==> src/rtl/trace_pkg.sv <==
// Shared types for the retirement trace buffer: event kind, record layout and its width.
// The packed record is {kind, idx, data, pc, stamp}, with kind in the MSB.
package trace_pkg;

    localparam int DEF_DATA_W  = 32;
    localparam int DEF_PC_W    = 32;
    localparam int DEF_STAMP_W = 16;

    typedef enum logic {
        KIND_REG   = 1'b0,
        KIND_STORE = 1'b1
    } kind_e;

    typedef struct packed {
        kind_e                  kind;
        logic [DEF_PC_W-1:0]    idx;
        logic [DEF_DATA_W-1:0]  data;
        logic [DEF_PC_W-1:0]    pc;
        logic [DEF_STAMP_W-1:0] stamp;
    } trace_rec_t;

    localparam int REC_W = $bits(trace_rec_t);

    // Same field order as trace_rec_t, for non-default widths.
    function automatic int rec_width(input int data_w, input int pc_w, input int stamp_w);
        return 1 + pc_w + data_w + pc_w + stamp_w;
    endfunction

endpackage

==> src/rtl/trace_ram.sv <==
// Trace record storage: DEPTH x W flops with two write ports and one asynchronous read port.
// Both write addresses are distinct whenever both enables are set (tail and tail+1).
module trace_ram #(
    parameter int DEPTH = 16,
    parameter int W     = 8,
    parameter int AW    = $clog2(DEPTH)
) (
    input  logic          clk_i,
    input  logic          we0_i,
    input  logic [AW-1:0] addr0_i,
    input  logic [W-1:0]  data0_i,
    input  logic          we1_i,
    input  logic [AW-1:0] addr1_i,
    input  logic [W-1:0]  data1_i,
    input  logic [AW-1:0] raddr_i,
    output logic [W-1:0]  rdata_o
);

    logic [W-1:0] mem_q [DEPTH];
    logic [W-1:0] mem_d [DEPTH];

    always_comb begin
        // NOTE: start from the held value so every path assigns mem_d; no latch is inferred.
        mem_d = mem_q;
        if (we0_i) mem_d[addr0_i] = data0_i;
        if (we1_i) mem_d[addr1_i] = data1_i;
    end

    // NOTE: the array has no reset; validity is tracked entirely by the pointers and count.
    always_ff @(posedge clk_i) begin
        mem_q <= mem_d;
    end

    assign rdata_o = mem_q[raddr_i];

endmodule

==> src/rtl/wb_trace_buffer.sv <==
// Retirement trace buffer: captures WB register writes and MEM stores with a cycle stamp
// into a circular buffer drained through a show-ahead valid/ready port.
import trace_pkg::*;

module wb_trace_buffer #(
    parameter int DATA_W  = 32,
    parameter int PC_W    = 32,
    parameter int DEPTH   = 16,
    parameter int STAMP_W = 16,
    parameter int DROP_W  = 8
) (
    input  logic                     clk_i,
    input  logic                     rst_i,
    input  logic                     clr_i,
    input  logic                     mode_wrap_i,
    input  logic                     freeze_i,
    input  logic                     wb_valid_i,
    input  logic [4:0]               wb_rd_i,
    input  logic [DATA_W-1:0]        wb_data_i,
    input  logic [PC_W-1:0]          wb_pc_i,
    input  logic                     st_valid_i,
    input  logic [PC_W-1:0]          st_addr_i,
    input  logic [DATA_W-1:0]        st_data_i,
    output logic                     out_valid_o,
    input  logic                     out_ready_i,
    output logic                     out_kind_o,
    output logic [PC_W-1:0]          out_idx_o,
    output logic [DATA_W-1:0]        out_data_o,
    output logic [PC_W-1:0]          out_pc_o,
    output logic [STAMP_W-1:0]       out_stamp_o,
    output logic [$clog2(DEPTH):0]   count_o,
    output logic                     overflow_o,
    output logic [DROP_W-1:0]        drop_cnt_o
);

    localparam int PTR_W = $clog2(DEPTH);
    localparam int CNT_W = PTR_W + 1;
    localparam int RW    = rec_width(DATA_W, PC_W, STAMP_W);
    localparam logic [CNT_W-1:0]  DEPTH_C  = CNT_W'(DEPTH);
    localparam logic [DROP_W-1:0] DROP_MAX = '1;

    logic [PTR_W-1:0]   head_q, head_d, tail_q, tail_d;
    logic [CNT_W-1:0]   count_q, count_d;
    logic [STAMP_W-1:0] stamp_q, stamp_d;
    logic               overflow_q, overflow_d;
    logic [DROP_W-1:0]  drop_q, drop_d;

    logic               push_reg, push_st, pop;
    logic [1:0]         n_push, accepted, overwritten, dropped;
    logic [CNT_W-1:0]   avail;
    logic [DROP_W:0]    drop_sum;
    logic [RW-1:0]      reg_rec, st_rec, wr0_rec, head_rec;
    logic               we0, we1;

    always_comb begin
        push_reg = !freeze_i && wb_valid_i && (wb_rd_i != 5'd0);
        push_st  = !freeze_i && st_valid_i;
        n_push   = {1'b0, push_reg} + {1'b0, push_st};
        pop      = (count_q != '0) && out_ready_i;
        avail    = DEPTH_C - count_q + CNT_W'(pop);

        accepted    = n_push;
        overwritten = 2'd0;
        dropped     = 2'd0;
        // avail < n_push <= 2 here, so its low two bits carry the whole value.
        if (CNT_W'(n_push) > avail) begin
            if (mode_wrap_i) begin
                overwritten = n_push - avail[1:0];
            end else begin
                accepted = avail[1:0];
                dropped  = n_push - avail[1:0];
            end
        end

        reg_rec = {1'(KIND_REG), PC_W'(wb_rd_i), wb_data_i, wb_pc_i, stamp_q};
        st_rec  = {1'(KIND_STORE), st_addr_i, st_data_i, {PC_W{1'b0}}, stamp_q};
        wr0_rec = push_reg ? reg_rec : st_rec;
        we0     = !clr_i && (accepted != 2'd0);
        we1     = !clr_i && (accepted == 2'd2);

        drop_sum = {1'b0, drop_q} + (DROP_W+1)'(dropped);

        stamp_d    = stamp_q + 1'b1;
        head_d     = head_q + PTR_W'(pop) + PTR_W'(overwritten);
        tail_d     = tail_q + PTR_W'(accepted);
        count_d    = count_q - CNT_W'(pop) + CNT_W'(accepted) - CNT_W'(overwritten);
        overflow_d = overflow_q || (overwritten != 2'd0);
        drop_d     = (drop_sum > {1'b0, DROP_MAX}) ? DROP_MAX : drop_sum[DROP_W-1:0];

        if (clr_i) begin
            head_d     = '0;
            tail_d     = '0;
            count_d    = '0;
            overflow_d = 1'b0;
            drop_d     = '0;
        end
    end

    // NOTE: sequential state uses non-blocking assignments so every flop samples pre-edge values.
    always_ff @(posedge clk_i or posedge rst_i) begin
        if (rst_i) begin
            head_q     <= '0;
            tail_q     <= '0;
            count_q    <= '0;
            stamp_q    <= '0;
            overflow_q <= 1'b0;
            drop_q     <= '0;
        end else begin
            head_q     <= head_d;
            tail_q     <= tail_d;
            count_q    <= count_d;
            stamp_q    <= stamp_d;
            overflow_q <= overflow_d;
            drop_q     <= drop_d;
        end
    end

    trace_ram #(
        .DEPTH (DEPTH),
        .W     (RW)
    ) u_ram (
        .clk_i   (clk_i),
        .we0_i   (we0),
        .addr0_i (tail_q),
        .data0_i (wr0_rec),
        .we1_i   (we1),
        .addr1_i (tail_q + PTR_W'(1)),
        .data1_i (st_rec),
        .raddr_i (head_q),
        .rdata_o (head_rec)
    );

    assign out_valid_o = (count_q != '0);
    assign count_o     = count_q;
    assign overflow_o  = overflow_q;
    assign drop_cnt_o  = drop_q;

    always_comb begin
        {out_kind_o, out_idx_o, out_data_o, out_pc_o, out_stamp_o} = out_valid_o ? head_rec : '0;
    end

endmodule

==> config.mk <==
export PLATFORM = sky130hd
export DESIGN_NAME = wb_trace_buffer
export DESIGN_NICKNAME = d
export VERILOG_FILES = /design/src/rtl/trace_pkg.sv /design/src/rtl/trace_ram.sv /design/src/rtl/wb_trace_buffer.sv
export SDC_FILE = /design/constraint.sdc
export NUM_CORES = 2
export LEC_CHECK = 0
export BUFFER_PORTS_ARGS = -buffer_cell sky130_fd_sc_hd__buf_4
export CAP_MARGIN = 25
export CORE_MARGIN = 1
export CORE_UTILIZATION = 45
export DETAILED_ROUTE_END_ITERATION = 10
export PLACE_DENSITY_LB_ADDON = 0.15
export SYNTH_ARGS = -nofsm -noshare
export SYNTH_HDL_FRONTEND = slang
export SYNTH_HIERARCHICAL = 1
export SYNTH_SLANG_ARGS = --single-unit
==> constraint.sdc <==
create_clock -name clk_i -period 4.5 [get_ports clk_i]
set_input_delay 0.225 -clock clk_i [delete_from_list [all_inputs] [get_ports clk_i]]
set_output_delay 0.225 -clock clk_i [all_outputs]
set_load 0.01 [all_outputs]
==> metrics.cfg <==
[synth]
ys_types=49
synth_edf_count=0
synth_ff_type=dfxtp_1
synth_top_area_share_pct=36.6
yosys.area.top_type=dfxtp_1
netlist_instances=12400
syn_area_per_cell_um2=7.97
synthArstFlopShare_pct=2.06
seq_area_frac_synth_pct=37.5
yosysWarningCount=6
synth_area_leaders=dfxtp_1 (37%), a31oi_1 (11%), mux4_2 (10%)
ys_ff_latch=1846
synth_area_um2=98900

[grt]
antenna_found_initial=16
grt_pass1_vias=105000
grtUsageTotal_pct=38.7
grt-ovfl-total=0
grt_first_pass_wirelength_um=673000
grt_max_degree=199

[routing]
drc_errors=0
dr_total_vias=108000
routedWlPerCell_um=31.0
ant_nets=0
drt_iter0_markers=16900
viasPerCell=7.47
dr.pass1.iters=8
wl_um=448000

[final_layout]
mostFrequentLayoutCells=nand3_1 (1821), nor3_1 (1814), o21ai_0 (1808), a31oi_1 (1808), dfxtp_1 (1808)
final_nets=11600
final_common_cell=nand3_1
area_growth_pct=12.8
postLayoutCellArea_um2=112000
drive_above_1_share_pct=13.7
final_core_util_pct=51.3
fin_cells=14500

[sta]
slew_violations=0
finalCritPeriodShare_pct=95.8
tightest_slew_ns=1.21
setup_viol=0
fin_crit_ns=4.31
fin_ws_ns=0.188
slew_headroom_pct=19.7
timing.fmax_ghz=0.232
hold_viol=0
fin_worst_skew_ns=0.0296
rsz0062_at_grt=false
fin_tns_setup_ns=0
whs_ns=0.0537

[setup_path]
slowest_delay_ns=0.55
crit_type=flip-flop to flip-flop
cp_max_fo=3
path_buf_inv=4
start_kind=flip-flop
crit_arrival_ns=5.06
cp-end-kind=flip-flop
crit_path_top_delay_cell=fa_1
crit_path_cell_trace=inv_2, ha_4, nand3_4, nand2_4, ha_4, inv_2, ha_4, inv_2, ha_4, nor2b_4, o21ai_2, a211oi_2, nand2b_1, fa_1, fa_1, ha_2, inv_2, fa_2, nor2b_4, o21bai_4, a21oi_2, nor3b_2
crit_family=adder cells
crit_required_ns=5.25

[power]
power_mw=59.3
p_int_mw=36.8
switching_share_pct=37.9
p_seq_share_pct=34.0
power_density_nw_per_um2=531
cellLeakagePower_nw=35.6
ir_drop_v=0.000616
clkPwrFrac_pct=29.7
p_switching_mw=22.5
p_comb_share_pct=36.3

[outcome]
status=complete, no violations

[floorplanning]
io_pins=269
core_um2=218000
initial_core_util_pct=45.4
die_x_um=471
die-area_um2=222000
rows=171
fp.dieH_um=471

[placement]
dp.cells=14000
gp_congestion=0.846
dp_hpwl_um=235000
preCtsSetupSlack_ns=-0.0845
placed_cell_area_um2=104000
io_buffers=268

[clocking]
clk_pin_slew_ns=0.06
tritoncts=done
clock_sinks=1846
cts_buffers=208
clk_latency_ns=0.90
cts_buffer_depth=3
h-tree-depth=4
root_buffer=clkbuf_16

[worst_hold_path]
hp-class=input port to flip-flop

[run]
drv_cap=0

final timing paths:
| check | to | cells past startpoint | slack (ns) | from |
|---|---|---|---|---|
| max in group asynchronous | head_q[1] | 3 | 3.68 | rst_i |
| setup reg to reg | count_o[4] | 22 | 0.19 | count_o[3] |
| hold reg to reg | u_ram/mem_q[1186] | 2 | 0.49 | u_ram/mem_q[1186] |
| min in group asynchronous | drop_cnt_o[3] | 3 | 0.12 | rst_i |
| setup / recovery | count_o[4] | 22 | 0.19 | count_o[3] |
| hold / removal | u_ram/mem_q[146] | 4 | 0.05 | wb_pc_i[17] |
cells by family (layout without fill, tap and decap cells):
kind of cell,Yosys count,count (layout),share of synthesized area [%]
adders and majority gates,25,25,0.377
xor gates and xnor gates,28,28,0.248
AOI/OAI and AO/OA,3866,3866,22.5
DFF,1846,1846,37.5
buffers and inverters,2069,1209,8.11
and+or+nand+nor,4125,4125,20.9
muxes,456,456,10.3
other,2,42,0.00759
registers in the layout, indices dropped and copies added, names as in the netlist:
signal and count:
drop_cnt_o 8, head_q 4, u_ram/mem_q 1808, overflow_o 1, tail_q 4, count_o 5
stamp_q 16
power by group through the flow:
| stage | sequential [mW] | clock [mW] | combinational (mW) |
|---|---|---|---|
| global placement | 20.3 | 0 | 20.4 |
| global route | 20.4 | 18.3 | 22.3 |
| finish | 20.1 | 17.6 | 21.5 |
| detailed placement | 20.4 | 0 | 20.6 |
| CTS | 20.1 | 17.7 | 20.7 |
| floorplan | 19.9 | 0 | 12.8 |
metal layers:
metal  vias up  GRT usage, %  part of all wire (%)
met5         -             0                 0.017
met1     52500          50.5                    38
met3      1706          9.16                    13
met4        10          20.2                   5.3
met2      8986          59.2                    44
li1      44700             -                     -
cells in the mapped netlist (all sizes together), types with 8 or more instances:
cell type / n
fa: 8
nor2: 16
a22oi: 226
nor3: 1814
and2: 176
a21oi: 11
nand2: 230
xnor2: 16
inv: 26
o21ai: 1809
or2: 19
dfrtp: 38
ha: 17
a31oi: 1808
xor2: 12
buf: 484
nand3: 1824
dfxtp: 1808
nor2b: 16
clkbuf: 1559
mux4: 452
area by class of cell:
| class | instances | area [um^2] |
|---|---|---|
| flip-flops and latches | 1846 | 37200 |
| inverters | 26 | 100 |
| repair buffers | 809 | 9710 |
| clock inverters | 54 | 699 |
| diodes | 9 | 22.5 |
| fillers | 19800 | 106000 |
| clock buffers | 320 | 6180 |
| well taps | 2854 | 3570 |
| multi-input cells | 8533 | 54200 |
worst register-to-register path: stages (launching register included):
cell and delay [ns]:
dfrtp_2 0.41, inv_2 0.08, ha_4 0.15, nand3_4 0.08
nand2_4 0.08, ha_4 0.13, inv_2 0.04, ha_4 0.26
inv_2 0.05, ha_4 0.27, nor2b_4 0.14, o21ai_2 0.07
a211oi_2 0.22, nand2b_1 0.11, fa_1 0.49, fa_1 0.55
ha_2 0.19, inv_2 0.05, fa_2 0.38, nor2b_4 0.16
o21bai_4 0.07, a21oi_2 0.15, nor3b_2 0.06
what timing repair did:
action / in CTS / in global routing
resized for setup: 0 / 12
endpoints found under the setup margin: 0 / 1
hold endpoints to repair: 1085 / 0
hold buffers: 69 / 0
buffers inserted: 0 / 8
Note: power is estimated with default switching activity, not from simulation.
